**src/rtl/tw_rom_sched_if.sv**
```systemverilog
// Upstream twiddle-word stream into the ROM sequencer.
// Master drives words; slave accepts them with tf_ready.
interface tw_rom_sched_if #(
  parameter int horizontal_DW = 64
);
  logic                     tf_valid;
  logic [horizontal_DW-1:0] tf_data;
  logic                     tf_ready;

  modport master (
    output tf_valid,
    output tf_data,
    input  tf_ready
  );

  modport slave (
    input  tf_valid,
    input  tf_data,
    output tf_ready
  );
endinterface

```
**src/rtl/tw_rom_sched.sv**
```systemverilog
// Twiddle ROM sequencer: optional 8-word load burst,
// then steps the ROM through every compute stage.
module tw_rom_sched #(
  parameter int SC_WIDTH      = 3,
  parameter int S_WIDTH       = 4,
  parameter int horizontal_DW = 64,
  parameter int STAGE_NUM     = 3,
  parameter int STAGE_LEN     = 256
) (
  input  logic                     CLK,
  input  logic                     rst,
  input  logic                     start,
  input  logic                     load_en,
  input  logic                     halt,
  tw_rom_sched_if.slave            tf,
  output logic [horizontal_DW-1:0] horizontal_tf_out,
  output logic [1:0]               ROM6_w,
  output logic [SC_WIDTH-1:0]      stage_counter,
  output logic                     CEN,
  output logic [S_WIDTH-1:0]       state,
  output logic                     busy,
  output logic                     done
);

  localparam int CW = (STAGE_LEN > 1) ? $clog2(STAGE_LEN) : 1;

  typedef enum logic [2:0] {
    IDLE     = 3'd0,
    COLLECT  = 3'd1,
    BURST_HI = 3'd2,
    BURST_LO = 3'd3,
    RUN_EVEN = 3'd4,
    GAP      = 3'd5,
    RUN_ODD  = 3'd6,
    FIN      = 3'd7
  } st_t;

  st_t st;
  st_t st_n;

  logic [2:0]          wcnt;
  logic [2:0]          wcnt_n;
  logic [CW-1:0]       ccnt;
  logic [CW-1:0]       ccnt_n;
  logic [SC_WIDTH-1:0] sc_n;

  logic [horizontal_DW-1:0] tbuf [8];

  logic run;
  logic hs;
  logic last_cyc;
  logic last_stg;

  assign run         = (st == RUN_EVEN) || (st == RUN_ODD);
  assign tf.tf_ready = (st == COLLECT);
  assign hs          = tf.tf_valid & tf.tf_ready;
  assign CEN         = run ? halt : 1'b1;
  assign busy        = (st != IDLE);
  assign done        = (st == FIN);
  assign state       = S_WIDTH'(st);
  assign last_cyc    = (ccnt == CW'(STAGE_LEN - 1));
  assign last_stg    = (stage_counter == SC_WIDTH'(STAGE_NUM - 1));

  always_comb begin
    st_n   = st;
    wcnt_n = wcnt;
    ccnt_n = ccnt;
    sc_n   = stage_counter;
    unique case (st)
      IDLE: begin
        if (start) begin
          if (load_en) begin
            st_n   = COLLECT;
            wcnt_n = '0;
          end else begin
            st_n   = RUN_EVEN;
            sc_n   = '0;
            ccnt_n = '0;
          end
        end
      end
      COLLECT: begin
        // wcnt wraps to 0 on the 8th word, ready for the burst index
        if (hs) begin
          wcnt_n = wcnt + 3'd1;
          if (wcnt == 3'd7) st_n = BURST_HI;
        end
      end
      BURST_HI: begin
        wcnt_n = wcnt + 3'd1;
        if (wcnt == 3'd3) begin
          st_n   = BURST_LO;
          wcnt_n = '0;
        end
      end
      BURST_LO: begin
        wcnt_n = wcnt + 3'd1;
        if (wcnt == 3'd3) begin
          st_n   = RUN_EVEN;
          wcnt_n = '0;
          sc_n   = '0;
          ccnt_n = '0;
        end
      end
      RUN_EVEN,
      RUN_ODD: begin
        if (!halt) begin
          ccnt_n = ccnt + CW'(1);
          if (last_cyc) begin
            ccnt_n = '0;
            st_n   = last_stg ? FIN : GAP;
          end
        end
      end
      GAP: begin
        sc_n = stage_counter + SC_WIDTH'(1);
        st_n = sc_n[0] ? RUN_ODD : RUN_EVEN;
      end
      FIN: begin
        sc_n = '0;
        st_n = IDLE;
      end
      default: st_n = IDLE;
    endcase
  end

  always_ff @(posedge CLK) begin
    if (rst) begin
      st                <= IDLE;
      wcnt              <= '0;
      ccnt              <= '0;
      stage_counter     <= '0;
      ROM6_w            <= 2'd0;
      horizontal_tf_out <= '0;
    end else begin
      st                <= st_n;
      wcnt              <= wcnt_n;
      ccnt              <= ccnt_n;
      stage_counter     <= sc_n;
      ROM6_w            <= 2'd0;
      horizontal_tf_out <= '0;
      // Burst outputs are registered, so look ahead at the next slot
      unique case (1'b1)
        (st_n == BURST_HI): begin
          ROM6_w            <= 2'd1;
          horizontal_tf_out <= tbuf[{wcnt_n[1:0], 1'b0}];
        end
        (st_n == BURST_LO): begin
          ROM6_w            <= 2'd2;
          horizontal_tf_out <= tbuf[{wcnt_n[1:0], 1'b1}];
        end
        default: ;
      endcase
    end
  end

  always_ff @(posedge CLK) begin
    if (!rst && hs) tbuf[wcnt] <= tf.tf_data;
  end

endmodule
```
**src/flat_wrapper.sv**
```systemverilog
// flat-port wrapper written by rule: the top's interface ports become plain ports
module tw_rom_sched_flat 
#(
  parameter int SC_WIDTH      = 3,
  parameter int S_WIDTH       = 4,
  parameter int horizontal_DW = 64,
  parameter int STAGE_NUM     = 3,
  parameter int STAGE_LEN     = 256
)
  (CLK, rst, start, load_en, halt, horizontal_tf_out, ROM6_w, stage_counter, CEN, state, busy, done, tf_tf_valid, tf_tf_data, tf_tf_ready);
  tw_rom_sched_if #(.horizontal_DW(horizontal_DW)) tf_i ();
  input  logic CLK;
  input  logic rst;
  input  logic start;
  input  logic load_en;
  input  logic halt;
  output logic [horizontal_DW-1:0] horizontal_tf_out;
  output logic [1:0] ROM6_w;
  output logic [SC_WIDTH-1:0] stage_counter;
  output logic CEN;
  output logic [S_WIDTH-1:0] state;
  output logic busy;
  output logic done;
  input wire logic [$bits(tf_i.tf_valid)-1:0] tf_tf_valid;
  input wire logic [$bits(tf_i.tf_data)-1:0] tf_tf_data;
  output wire logic [$bits(tf_i.tf_ready)-1:0] tf_tf_ready;
  assign tf_i.tf_valid = tf_tf_valid;
  assign tf_i.tf_data = tf_tf_data;
  assign tf_tf_ready = tf_i.tf_ready;
  tw_rom_sched #(.SC_WIDTH(SC_WIDTH), .S_WIDTH(S_WIDTH), .horizontal_DW(horizontal_DW), .STAGE_NUM(STAGE_NUM), .STAGE_LEN(STAGE_LEN)) u_core (.CLK(CLK), .rst(rst), .start(start), .load_en(load_en), .halt(halt), .tf(tf_i), .horizontal_tf_out(horizontal_tf_out), .ROM6_w(ROM6_w), .stage_counter(stage_counter), .CEN(CEN), .state(state), .busy(busy), .done(done));
endmodule
```
**config.mk**
```make
export PLATFORM = sky130hd
export DESIGN_NAME = tw_rom_sched_flat
export DESIGN_NICKNAME = d
export VERILOG_FILES = /design/src/rtl/tw_rom_sched_if.sv /design/src/rtl/tw_rom_sched.sv /design/src/flat_wrapper.sv
export SDC_FILE = /design/constraint.sdc
export NUM_CORES = 1
export LEC_CHECK = 0
export CAP_MARGIN = 30
export CORE_UTILIZATION = 55
export CTS_BUF_LIST = sky130_fd_sc_hd__clkbuf_2
export CTS_CLUSTER_DIAMETER = 150
export DETAILED_ROUTE_END_ITERATION = 10
export PLACE_DENSITY = 0.78
export REMOVE_ABC_BUFFERS = 1
export SLEW_MARGIN = 20
export SYNTH_ARGS = -nofsm -noshare
export SYNTH_HDL_FRONTEND = slang
export SYNTH_SLANG_ARGS = --single-unit
```
**constraint.sdc**
```tcl
create_clock -name CLK -period 7.67 [get_ports CLK]
set_clock_uncertainty 0.2 [all_clocks]
set_input_delay 1.9175 -clock CLK [delete_from_list [all_inputs] [get_ports CLK]]
set_output_delay 1.9175 -clock CLK [all_outputs]
set_load 0.02 [all_outputs]
```
* Yosys cells after proc, flatten, opt, wreduce, memory -nomap -nowiden
Memories as Yosys holds them, arrays and structs flattened.
Index checks and enable logic that the tools add are counted.
** Word-level totals
- Bits in registers :: 83
- RAM bits :: 512
- Input bits :: 70
- Output and inout bits :: 77
- Memories :: 1
** Operators by class
- Add/sub/neg operators :: 3
- Eq/ne operators :: 19
- Muxes and demuxes :: 31
- Bitwise operators :: 1
- Reduce and logical (&&, ||, !) cells :: 13
** Memory list
- u_core.tbuf :: depth 8, width 64, read ports 2, clocked after Yosys merged registers in 0, wr ports 1, RTL line tw_rom_sched.sv:47 : logic [horizontal_DW-1:0] tbuf [8];
** Operators by type and width (count)
- 64-bit one-hot mux with 2 select lines :: 1
- 3-bit two-way mux :: 15
- 8-bit two-way mux :: 5
- 8-bit one-hot mux with 3 select lines :: 1
- 3-bit one-hot mux with 7 select lines :: 1
- 3-bit by 2-bit == test with 1-bit output (second input constant) :: 6
- 3-bit == test (second input constant) :: 5
- 3-bit one-hot mux with 4 select lines :: 1
- 2-bit inequality test (second input constant) :: 5
- 3-bit one-hot mux with 3 select lines :: 1
- 3-bit nonzero test :: 3
- 8-bit by 1-bit adder with 8-bit output (second input constant) :: 1
- 8-bit == test (second input constant) :: 1
- 4-bit AND reduction :: 2
- 3-bit by 1-bit adder with 3-bit output (second input constant) :: 2
- 5-bit AND reduction :: 1
- 2-bit two-way mux :: 2
- 2-bit one-hot mux with 2 select lines :: 1
- 4-bit nonzero test :: 1
- 2-bit OR reduction :: 2
- 3-bit by 1-bit == test with 1-bit output (second input constant) :: 1
- 3-bit logical NOT :: 1
- 1-bit two-way mux :: 3
- 2-bit by 1-bit inequality test with 1-bit output (second input constant) :: 1
- 4 further kinds :: 4

* Logic depth before layout (Yosys ltp)
Gate-level depths: netlist of the first run.
- Depth in word-level cells :: 7
- Depth in mapped cells :: 11
- Gate-level depth less buffers :: 8

* Worst setup path after synthesis of the first run
Ideal clock, no wire load.
- Kind :: input-to-reg
- Start point :: input tf_tf_valid
- End point :: memory u_core.tbuf[0][0], enable pin
- Library setup time :: 565 ps
- Arrival :: 6723 ps
- Required time :: 6905 ps
- Slack :: 183 ps
- Stages on the path :: 3
- Path buffers :: 0
- Path through :: nand2_1 or3_1 nor3_1
** On the way
- Cells in the longest elaborated chain, start to end :: 4
** RTL lines
- from (decl) :: RTL line flat_wrapper.sv:24 : input wire logic [$bits(tf_i.tf_valid)-1:0] tf_tf_valid;
- 1-bit AND :: RTL line tw_rom_sched.sv:56 : assign hs = tf.tf_valid & tf.tf_ready;
- 1-bit logical AND :: RTL line tw_rom_sched.sv:158 : if (!rst && hs) tbuf[wcnt] <= tf.tf_data;
- 1-bit two-way mux :: RTL line tw_rom_sched.sv:158
- 1-bit two-way mux (implied by the code) :: RTL line tw_rom_sched.sv:158
- to (decl) :: RTL line tw_rom_sched.sv:47
Every way passes these cells.

* Worst setup path after layout of the first run
- Start point :: input halt
- End point :: output CEN
** On the way
- Cells in the longest elaborated chain, start to end :: 1
** RTL lines
- from (decl) :: RTL line flat_wrapper.sv:16 : input logic halt;
- 1-bit two-way mux :: RTL line tw_rom_sched.sv:57 : assign CEN = run ? halt : 1'b1;
- to (decl) :: RTL line flat_wrapper.sv:20 : output logic CEN;
Every way passes these cells.

==> impl_metrics.py, run 1 <==
metrics = {
    "outcome": {
        "status": "finished, final reports clean",
    },
    "timing": {
        "rsz0062_at_grt": "no",
        "worst_pin_slew_ps": 950.1,
        "max_slew_margin_pct": 36.52,
        "finalSetupViolCount": 0,
        "finalMaxSlewViolations": 0,
        "timing.final.crit_share_pct": 69.65,
        "fmax_ghz": 0.1872,
        "period_minus_slack_ps": 5342,
        "hold_violations": 0,
    },
    "drt": {
        "drt_wl_total_mm": 45.54,
        "drc": 0,
        "antenna_left": 0,
        "vias": 12250,
        "drt_pre_antenna_iters": 5,
        "avgRoutedWirePerCell_um": 20.77,
        "avgViaCountPerCell": 5.586,
        "drt_iter0_drc": 828,
    },
    "cells_and_area": {
        "layout_common_cells": "512 x edfxtp_1, 321 x mux2i_1, 215 x clkbuf_2",
        "utilization_pct": 65.23,
        "layout_commonest_cell": "edfxtp_1",
        "fin_cells": 2193,
        "drive_gt1_share_pct": 16.46,
        "area.growth.synth_to_final_pct": 15.78,
        "finish.net_count": 1626,
    },
    "die": {
        "dieArea_sq_um": 41890,
        "core_sq_um": 40100,
        "fp.dieH_um": 204.7,
        "die_w_um": 204.7,
        "io_pins": 147,
        "start_util_pct": 56.34,
        "num_rows": 73,
    },
    "setup_path": {
        "endpoint_kind": "output port",
        "crit_buf_inv": 3,
        "cpPeakStageDelay_ps": 540,
        "r2r_slack_ps": 4060,
        "worstPathRequired_ps": 5550,
        "reg2reg_from": "u_core.wcnt[1]$_SDFF_PP0_",
        "cp.arrival_ps": 3220,
        "critical_path.cell_chain": "clkdlybuf4s50_1 > nor2_1 > inv_1 > clkdlybuf4s50_1",
        "crit_fanout": 4,
        "crit_path_start_kind": "input pin",
        "cp_slowest_cell": "clkdlybuf4s50_1",
        "critical_path_class": "input pin to output port",
        "r2r-end": "u_core.horizontal_tf_out[1]$_SDFF_PP0_",
        "cpMostUsedCell": "clkdlybuf4s50_1",
        "cp_top_family": "buffers and inverters",
        "worstRegToRegCells": 9,
    },
    "yosys": {
        "synth_area_sq_um": 22590,
        "synth_edf_count": 512,
        "synth.avg_cell_area_sq_um": 17.32,
        "postSynth.asyncResetShare_pct": 0,
        "ys_seq_area_share_pct": 75.41,
        "synth_cell_types": 44,
        "ys_ff_latch": 595,
        "synth_ff_type": "edfxtp_1",
        "ys_warn_count": 0,
        "postSynthCellCount": 1304,
    },
    "placed_design": {
        "gp_congestion": 0.8183,
        "placed_cells": 1929,
        "portBuffers": 145,
        "dp_hpwl_mm": 24.07,
    },
    "grt": {
        "antenna_found_initial": 7,
        "grt_usage_pct": 22.06,
        "grt_pass1_vias": 12680,
        "grt_first_pass_wirelength_mm": 69.18,
        "gr-total-overflow": 0,
        "grt_max_degree": 90,
    },
    "hold_path": {
        "min_from": "u_core.ccnt[2]$_SDFFE_PP0P_",
        "hp-class": "flop to flop",
        "min_to": "u_core.ccnt[2]$_SDFFE_PP0P_",
        "hold_depth": 2,
    },
    "pwr": {
        "comb_power_share_pct": 9.5,
        "p_sw_mw": 1.537,
        "power_frac_clock_pct": 34.5,
        "ir_drop_uv": 244.2,
        "swShare_pct": 24.31,
        "power-per-cell-area_nw_per_um2": 241.7,
        "total_leakage_power_nw": 9.171,
        "pwr-share-seq_pct": 56.1,
        "intPower_mw": 4.786,
    },
    "clock_network": {
        "cts_tree": "done",
        "ctsResizeCount": 0,
        "htreeDepth": 4,
        "cts_sinks": 595,
        "holdBufCountCts": 0,
        "path_clk_slew_ps": 120,
        "cts_setup_buffers": 0,
        "numCtsBuffers": 142,
        "clock-root-buffer": "clkbuf_2",
        "clk_latency_ps": 1050,
        "cts_max_path_buffers": 3,
    },
    "run": {
        "cap_violations": 0,
    },
}
-- final cells by class --
type	instances	area [sq um]
Antenna cell	3	7.507
Clock buffer	215	1076
Clock inverter	45	375.4
Fill cell	2693	13940
Inverter	9	33.78
Multi-Input combinational cell	630	5156
Sequential cell	595	17040
Tap cell	525	656.9
Timing Repair Buffer	171	1814
-- Yosys cell counts, types with 4 or more instances --
| master | instances | area, sq um |
|---|---|---|
| o21ai_0 | 5 | 25.02 |
| a21oi_1 | 11 | 55.05 |
| xnor2_1 | 4 | 35.03 |
| nand2_1 | 143 | 536.8 |
| ha_1 | 7 | 87.58 |
| nor2b_1 | 4 | 25.02 |
| nor2_1 | 28 | 105.1 |
| mux2i_1 | 321 | 3213 |
| dfxtp_1 | 83 | 1662 |
| buf_2 | 16 | 80.08 |
| edfxtp_1 | 512 | 15370 |
| nor3_1 | 5 | 25.02 |
| clkbuf_1 | 10 | 37.54 |
| buf_4 | 30 | 225.2 |
| buf_6 | 11 | 123.9 |
| inv_1 | 8 | 30.03 |
| a32o_1 | 65 | 650.6 |
-- worst max path at each step --
stage                                  startpoint                                endpoint  slack (ps)  depth (start not counted)
after floorplan           u_core.st[2]$_SDFF_PP0_  u_core.horizontal_tf_out[0]$_SDFF_PP0_      -14890                          5
after global placement                       halt                                     CEN        2340                          4
after detailed placement                     halt                                     CEN        2340                          4
after CTS                                    halt                                     CEN        2340                          4
after global routing                         halt                                     CEN        2260                          4
final                                        halt                                     CEN        2330                          4
-- state kept, by name (all words and copies together) (netlist names) --
name / cells
u_core.ccnt: 8
u_core.tbuf: 512
u_core.st: 3
u_core.stage_counter: 3
u_core.wcnt: 3
u_core.ROM6_w: 2
u_core.horizontal_tf_out: 64
-- routing by layer --
metal / up-vias / track usage (%) / wire length, um
li1: 5636 / - / -
met1: 6094 / 28.50 / 19250
met2: 426 / 35.26 / 22050
met3: 88 / 6.109 / 3263
met4: 6 / 9.088 / 950
met5: - / 0 / 33
-- worst reg2reg max path: cells and delay by family (launching register included) --
family | cells | cell delay (ps)
buf+inv | 2 | 670
mux | 2 | 540
flops | 1 | 440
compound gates | 3 | 1050
fa+ha+maj | 2 | 530
-- logic make-up after synthesis --
kind of cell,after synthesis,synth area share [%]
DFF,595,75.41
muxes,321,14.22
and+or+nand+nor,201,3.749
AOI/OAI and AO/OA,95,3.755
buffers and inverters,79,2.265
adders and majority gates,7,0.3877
xor gates and xnor gates,5,0.1938
other,1,0.01660
-- power by group through the flow --
stage	sequential, mW	clock (mW)	combinational, mW
after detailed placement	3.62	0	0.595
after global routing	3.55	2.40	0.642
after floorplan	3.63	0	0.986
after global placement	3.62	0	0.577
final	3.55	2.18	0.598
after CTS	3.55	2.23	0.598
-- metrics by stage --
step / cell area (sq um) / hold WS [ps] / total power, mW / setup WS (ps) / TNS [ps]
3_3_place_gp: 24530 / 309.6 / 4.198 / 2343 / 0
6_report: 26160 / 339.4 / 6.323 / 2328 / 0
2_1_floorplan: 22110 / 272.7 / 4.618 / -14890 / -968710
5_1_grt: 26150 / 354.1 / 6.594 / 2262 / 0
4_1_cts: 26130 / 330.2 / 6.375 / 2337 / 0
3_5_place_dp: 24680 / 311.1 / 4.216 / 2338 / 0
Note: power is estimated with default switching activity, not from simulation.
==> run 2, diff against run 1 <==
==> constraint.sdc (replaced) <==
create_clock -name CLK -period 4.85 [get_ports CLK]
set_clock_uncertainty 0.2 [all_clocks]
set_input_delay 1.2125 -clock CLK [delete_from_list [all_inputs] [get_ports CLK]]
set_output_delay 1.2125 -clock CLK [all_outputs]
set_load 0.02 [all_outputs]
==> run 2 against run 1 <==
  * Routed wire length increased by 1.1%
  * Via count grew 0.41%
  * Non-clock buffer count grew 10
  * Clock-buffer cell count fell by 2
  * Sequential share of layout area shrank 0.44 points
  * Critical path type is now flop to output port
  * Critical endpoint unchanged
  * Largest cell class unchanged
==> impl_metrics.py, run 2 (synthesis gave the netlist of run 1 again) <==
metrics = {
    "drt": {
        "avgViaCountPerCell": 5.573,
        "drt_pre_antenna_iters": 5,
        "drt_iter0_drc": 810,
        "vias": 12300,
        "antenna_left": 0,
        "drt_wl_total_mm": 46.04,
        "avgRoutedWirePerCell_um": 20.86,
        "drc": 0,
    },
    "cells_and_area": {
        "finish.net_count": 1639,
        "n_fill_cell": 2761,
        "final_cell_area_sq_um": 26330,
        "layout_common_cells": "512 x edfxtp_1, 321 x mux2i_1, 213 x clkbuf_2",
        "area.growth.synth_to_final_pct": 16.57,
        "fin_cells": 2207,
        "drive_gt1_share_pct": 16.64,
        "largest_reg_flops": 512,
        "layout_commonest_cell": "edfxtp_1",
        "top_register": "u_core.tbuf",
        "top_regs": "u_core.tbuf (512), u_core.horizontal_tf_out (64), u_core.ccnt (8)",
        "utilization_pct": 65.68,
    },
    "clock_network": {
        "path_clk_slew_ps": 100,
        "holdBufCountCts": 0,
        "numCtsBuffers": 145,
        "cts_max_path_buffers": 3,
        "cts_setup_buffers": 0,
        "ctsResizeCount": 0,
        "clk_latency_ps": 1050,
        "htreeDepth": 4,
        "clock-root-buffer": "clkbuf_2",
        "cts_sinks": 595,
        "cts_tree": "done",
    },
    "placed_design": {
        "placed_cells": 1940,
        "dp_hpwl_mm": 24.79,
        "gp_congestion": 0.7832,
        "place_ws_ps": 900.9,
        "portBuffers": 145,
        "postPlaceCellArea_sq_um": 24930,
    },
    "timing": {
        "finalSetupViolCount": 0,
        "rsz0062_at_grt": "no",
        "period_minus_slack_ps": 4213,
        "fmax_ghz": 0.2374,
        "worst_pin_slew_ps": 742.3,
        "hold_violations": 0,
        "fin_tns_setup_ps": 0,
        "fin_ws_ps": 637.5,
        "fin_hold_ws_ps": 325.7,
        "max_slew_margin_pct": 50.52,
        "timing.final.crit_share_pct": 86.86,
        "finalMaxSlewViolations": 0,
    },
    "die": {
        "die_w_um": 204.7,
        "core_sq_um": 40100,
        "num_rows": 73,
        "dieArea_sq_um": 41890,
        "io_pins": 147,
        "fp.dieH_um": 204.7,
        "start_util_pct": 56.34,
    },
    "setup_path": {
        "crit_fanout": 15,
        "worstPathRequired_ps": 3440,
        "crit_path_start_kind": "flop",
        "critical_path_class": "flop to output port",
        "cp.arrival_ps": 2800,
        "endpoint_kind": "output port",
    },
    "pwr": {
        "power_mw": 9.907,
        "ir_drop_uv": 230.7,
        "power-per-cell-area_nw_per_um2": 376.2,
        "total_leakage_power_nw": 9.242,
    },
    "grt": {
        "gr-total-overflow": 0,
        "antenna_found_initial": 6,
        "grt_pass1_vias": 12860,
        "grt_max_degree": 76,
        "grt_usage_pct": 22.30,
        "grt_first_pass_wirelength_mm": 69.65,
    },
    "run": {
        "cap_violations": 0,
    },
    "hold_path": {
        "hp-class": "flop to flop",
    },
    "outcome": {
        "status": "finished, final reports clean",
    },
}
## run 2: layer usage
layer | up-vias | GRT usage (%) | part of all wire (%)
met4 | 6 | 8.742 | 1.8
met2 | 397 | 36.58 | 50
met1 | 6167 | 28.05 | 42
met5 | - | 0 | 0.078
met3 | 75 | 6.252 | 6.7
li1 | 5655 | - | -
## run 2: cell type report
type / count / area, sq um / share of cell area [%]
timing repair buffer: 181 / 2047 / 7.773
clock buffer: 213 / 1066 / 4.048
multi-input combinational: 630 / 5156 / 19.58
inverter: 9 / 33.78 / 0.1283
antenna: 5 / 12.51 / 0.04751
sequential: 595 / 17040 / 64.69
clock inverter: 49 / 325.3 / 1.235
tap: 525 / 656.9 / 2.494
## run 2: report_power, final
group / switching (mW) / internal (mW)
clock network: 1.89 / 1.44
logic: 0.523 / 0.448
registers: 0.0233 / 5.58
## run 2: worst paths after layout
kind,cells past startpoint,startpoint,to,slack (ps)
max,4,u_core.st[2]$_SDFF_PP0_,CEN,640
max reg2reg,8,u_core.wcnt[1]$_SDFF_PP0_,u_core.horizontal_tf_out[29]$_SDFF_PP0_,1710
min,2,u_core.stage_counter[2]$_SDFFE_PP0P_,u_core.stage_counter[2]$_SDFFE_PP0P_,330
min reg2reg,2,u_core.stage_counter[2]$_SDFFE_PP0P_,u_core.stage_counter[2]$_SDFFE_PP0P_,330
## run 2: critical path: stages, from the launching register on
cell and delay (ps):
dfxtp_1 620, nand2b_1 230, nor2_1 260, inv_1 90
clkdlybuf4s50_1 540
==> run 3, diff against run 2 <==
--- a/config.mk
+++ b/config.mk
@@ -6,11 +6,12 @@
 export NUM_CORES = 1
 export LEC_CHECK = 0
 export CAP_MARGIN = 30
-export CORE_UTILIZATION = 55
+export CORE_MARGIN = 4
+export CORE_UTILIZATION = 57
 export CTS_BUF_LIST = sky130_fd_sc_hd__clkbuf_2
 export CTS_CLUSTER_DIAMETER = 150
 export DETAILED_ROUTE_END_ITERATION = 10
-export PLACE_DENSITY = 0.78
+export PLACE_DENSITY = 0.77
 export REMOVE_ABC_BUFFERS = 1
 export SLEW_MARGIN = 20
 export SYNTH_ARGS = -nofsm -noshare
==> constraint.sdc (replaced) <==
create_clock -name CLK -period 4.4 [get_ports CLK]
set_clock_uncertainty 0.2 [all_clocks]
set_input_delay 1.1 -clock CLK [delete_from_list [all_inputs] [get_ports CLK]]
set_output_delay 1.1 -clock CLK [all_outputs]
set_load 0.02 [all_outputs]
==> run 3 against run 2 <==
  * Clock-buffer cell count rose by 4
  * Via count rose by 0.37%
  * Sequential power rose by 10%
  * Worst hold slack improved by 8.7 ps
  * Sequential cell count did not move
  * Largest power group unchanged
==> impl_metrics.py, run 3 (synthesis gave the netlist of run 1 again) <==
metrics = {
    "setup_path": {
        "cp_top_family": "buffers and inverters",
        "cp.arrival_ps": 2830,
        "reg2reg_from": "u_core.wcnt[1]$_SDFF_PP0_",
        "endpoint_kind": "output port",
        "critical_path_class": "flop to output port",
        "crit_path_start_kind": "flop",
        "critical_path.cell_chain": "nand2b_1 > nor2_1 > inv_1 > clkdlybuf4s50_1",
        "cpPeakStageDelay_ps": 620,
        "crit_buf_inv": 2,
        "crit_fanout": 13,
        "worstPathRequired_ps": 3100,
        "crit_start": "u_core.st[0]$_SDFF_PP0_",
        "cp_slowest_cell": "dfxtp_1",
    },
    "cells_and_area": {
        "regArea_sq_um": 17040,
        "top_register": "u_core.tbuf",
        "n_fill_cell": 2679,
        "finish.net_count": 1643,
        "top_regs": "u_core.tbuf (512), u_core.horizontal_tf_out (64), u_core.ccnt (8)",
        "utilization_pct": 67.72,
        "multi_input_area_sq_um": 5156,
        "area.growth.synth_to_final_pct": 16.66,
        "fin_cells": 2211,
        "final_cell_area_sq_um": 26360,
        "layout_common_cells": "512 x edfxtp_1, 321 x mux2i_1, 217 x clkbuf_2",
        "drive_gt1_share_pct": 17.20,
        "largest_reg_flops": 512,
        "layout_commonest_cell": "edfxtp_1",
    },
    "timing": {
        "fin_tns_setup_ps": 0,
        "worst_pin_slew_ps": 756.2,
        "timing.final.crit_share_pct": 93.93,
        "fmax_ghz": 0.2420,
        "finalMaxSlewViolations": 0,
        "period_minus_slack_ps": 4133,
        "hold_violations": 0,
        "max_slew_margin_pct": 49.59,
        "finalSetupViolCount": 0,
        "rsz0062_at_grt": "no",
    },
    "placed_design": {
        "gp_congestion": 0.8112,
        "portBuffers": 145,
        "placed_cells": 1938,
        "dp_hpwl_mm": 25.01,
        "postPlaceCellArea_sq_um": 24870,
    },
    "die": {
        "fp.dieH_um": 207.1,
        "io_pins": 147,
        "die_w_um": 207.1,
        "start_util_pct": 58.05,
        "core_sq_um": 38920,
        "dieArea_sq_um": 42880,
        "num_rows": 72,
    },
    "clock_network": {
        "htreeDepth": 4,
        "holdBufCountCts": 0,
        "cts_tree": "done",
        "path_clk_slew_ps": 100,
        "cts_max_path_buffers": 3,
        "clk_latency_ps": 1100,
        "clock-root-buffer": "clkbuf_2",
        "cts_sinks": 595,
        "numCtsBuffers": 144,
    },
    "pwr": {
        "power_mw": 11.09,
        "ir_drop_uv": 225.1,
        "power-per-cell-area_nw_per_um2": 420.8,
        "total_leakage_power_nw": 9.288,
    },
    "run": {
        "cap_violations": 0,
    },
    "grt": {
        "grt_first_pass_wirelength_mm": 71.32,
        "grt_pass1_vias": 12910,
        "antenna_found_initial": 5,
        "grt_usage_pct": 21.29,
        "gr-total-overflow": 0,
        "grt_max_degree": 71,
    },
    "drt": {
        "antenna_left": 0,
        "drt_pre_antenna_iters": 5,
        "vias": 12350,
        "drt_wl_total_mm": 46.40,
        "drc": 0,
        "avgViaCountPerCell": 5.584,
        "drt_iter0_drc": 783,
        "avgRoutedWirePerCell_um": 20.98,
    },
    "hold_path": {
        "hp-class": "flop to flop",
        "min_from": "u_core.stage_counter[2]$_SDFFE_PP0P_",
    },
    "outcome": {
        "status": "finished, final reports clean",
    },
}
[run 3: cell count changes in the layout (fill, tap and decap cells not counted)]
cell / before / now
buf_12: 26 / 19
diode_2: 5 / 7
clkinv_2: 4 / 6
clkinv_4: 1 / 0
clkinv_1: 35 / 34
clkinvlp_4: 0 / 1
buf_4: 10 / 22
inv_2: 5 / 2
clkbuf_2: 213 / 217
bufinv_16: 5 / 7
dfxtp_1: 83 / 82
dfxtp_2: 0 / 1
[run 3: what timing repair did]
item | CTS | global route
setup endpoints to repair | 0 | 1
resized for setup | 0 | 1
setup buffers | 0 | 0
[run 3: area by class of cell]
class / instances / area share (%)
antenna: 7 / 0.06646
tap: 518 / 2.459
inverter: 9 / 0.1282
clock buffer: 217 / 4.121
multi-input combinational: 630 / 19.56
clock inverter: 49 / 1.438
sequential: 595 / 64.65
timing repair buffer: 186 / 7.577
[run 3: stage by stage]
step	worst slack (ps)	hold slack [ps]
finish	267.2	334.4
global route	5.938	324.8
CTS	149.4	334.8
detailed placement	514.7	315.2
global placement	584.1	298.0
floorplan	-18160	272.7
[run 3: path summary, 6_finish.rpt]
check | endpoint | slack [ps] | cells past startpoint
hold / removal | u_core.stage_counter[2]$_SDFFE_PP0P_ | 330 | 2
setup / recovery | CEN | 270 | 4
setup reg to reg | u_core.horizontal_tf_out[43]$_SDFF_PP0_ | 1210 | 10
hold reg to reg | u_core.stage_counter[2]$_SDFFE_PP0P_ | 330 | 2
[run 3: routing by layer]
layer / global-route usage [%] / routed length [um] / up-vias
li1: - / - / 5698
met1: 27.86 / 19730 / 6143
met2: 34.91 / 22750 / 402
met3: 5.719 / 2971 / 97
met4: 7.433 / 906 / 6
met5: 0 / 36 / -
[run 3: report_power, final]
part,switching (mW),internal [mW]
logic,0.577,0.498
registers,0.0273,6.15
clock network,2.11,1.73
total,2.71,8.38
[run 3: worst reg2reg max path, cell delays in order, from the launching register on]
cell      delay [ps]
dfxtp_1          590
ha_1             290
ha_1             270
inv_1            110
a211oi_1         370
a31oi_4           90
buf_12           220
buf_4            340
mux2i_1          180
nand2_1           90
a32o_1           300
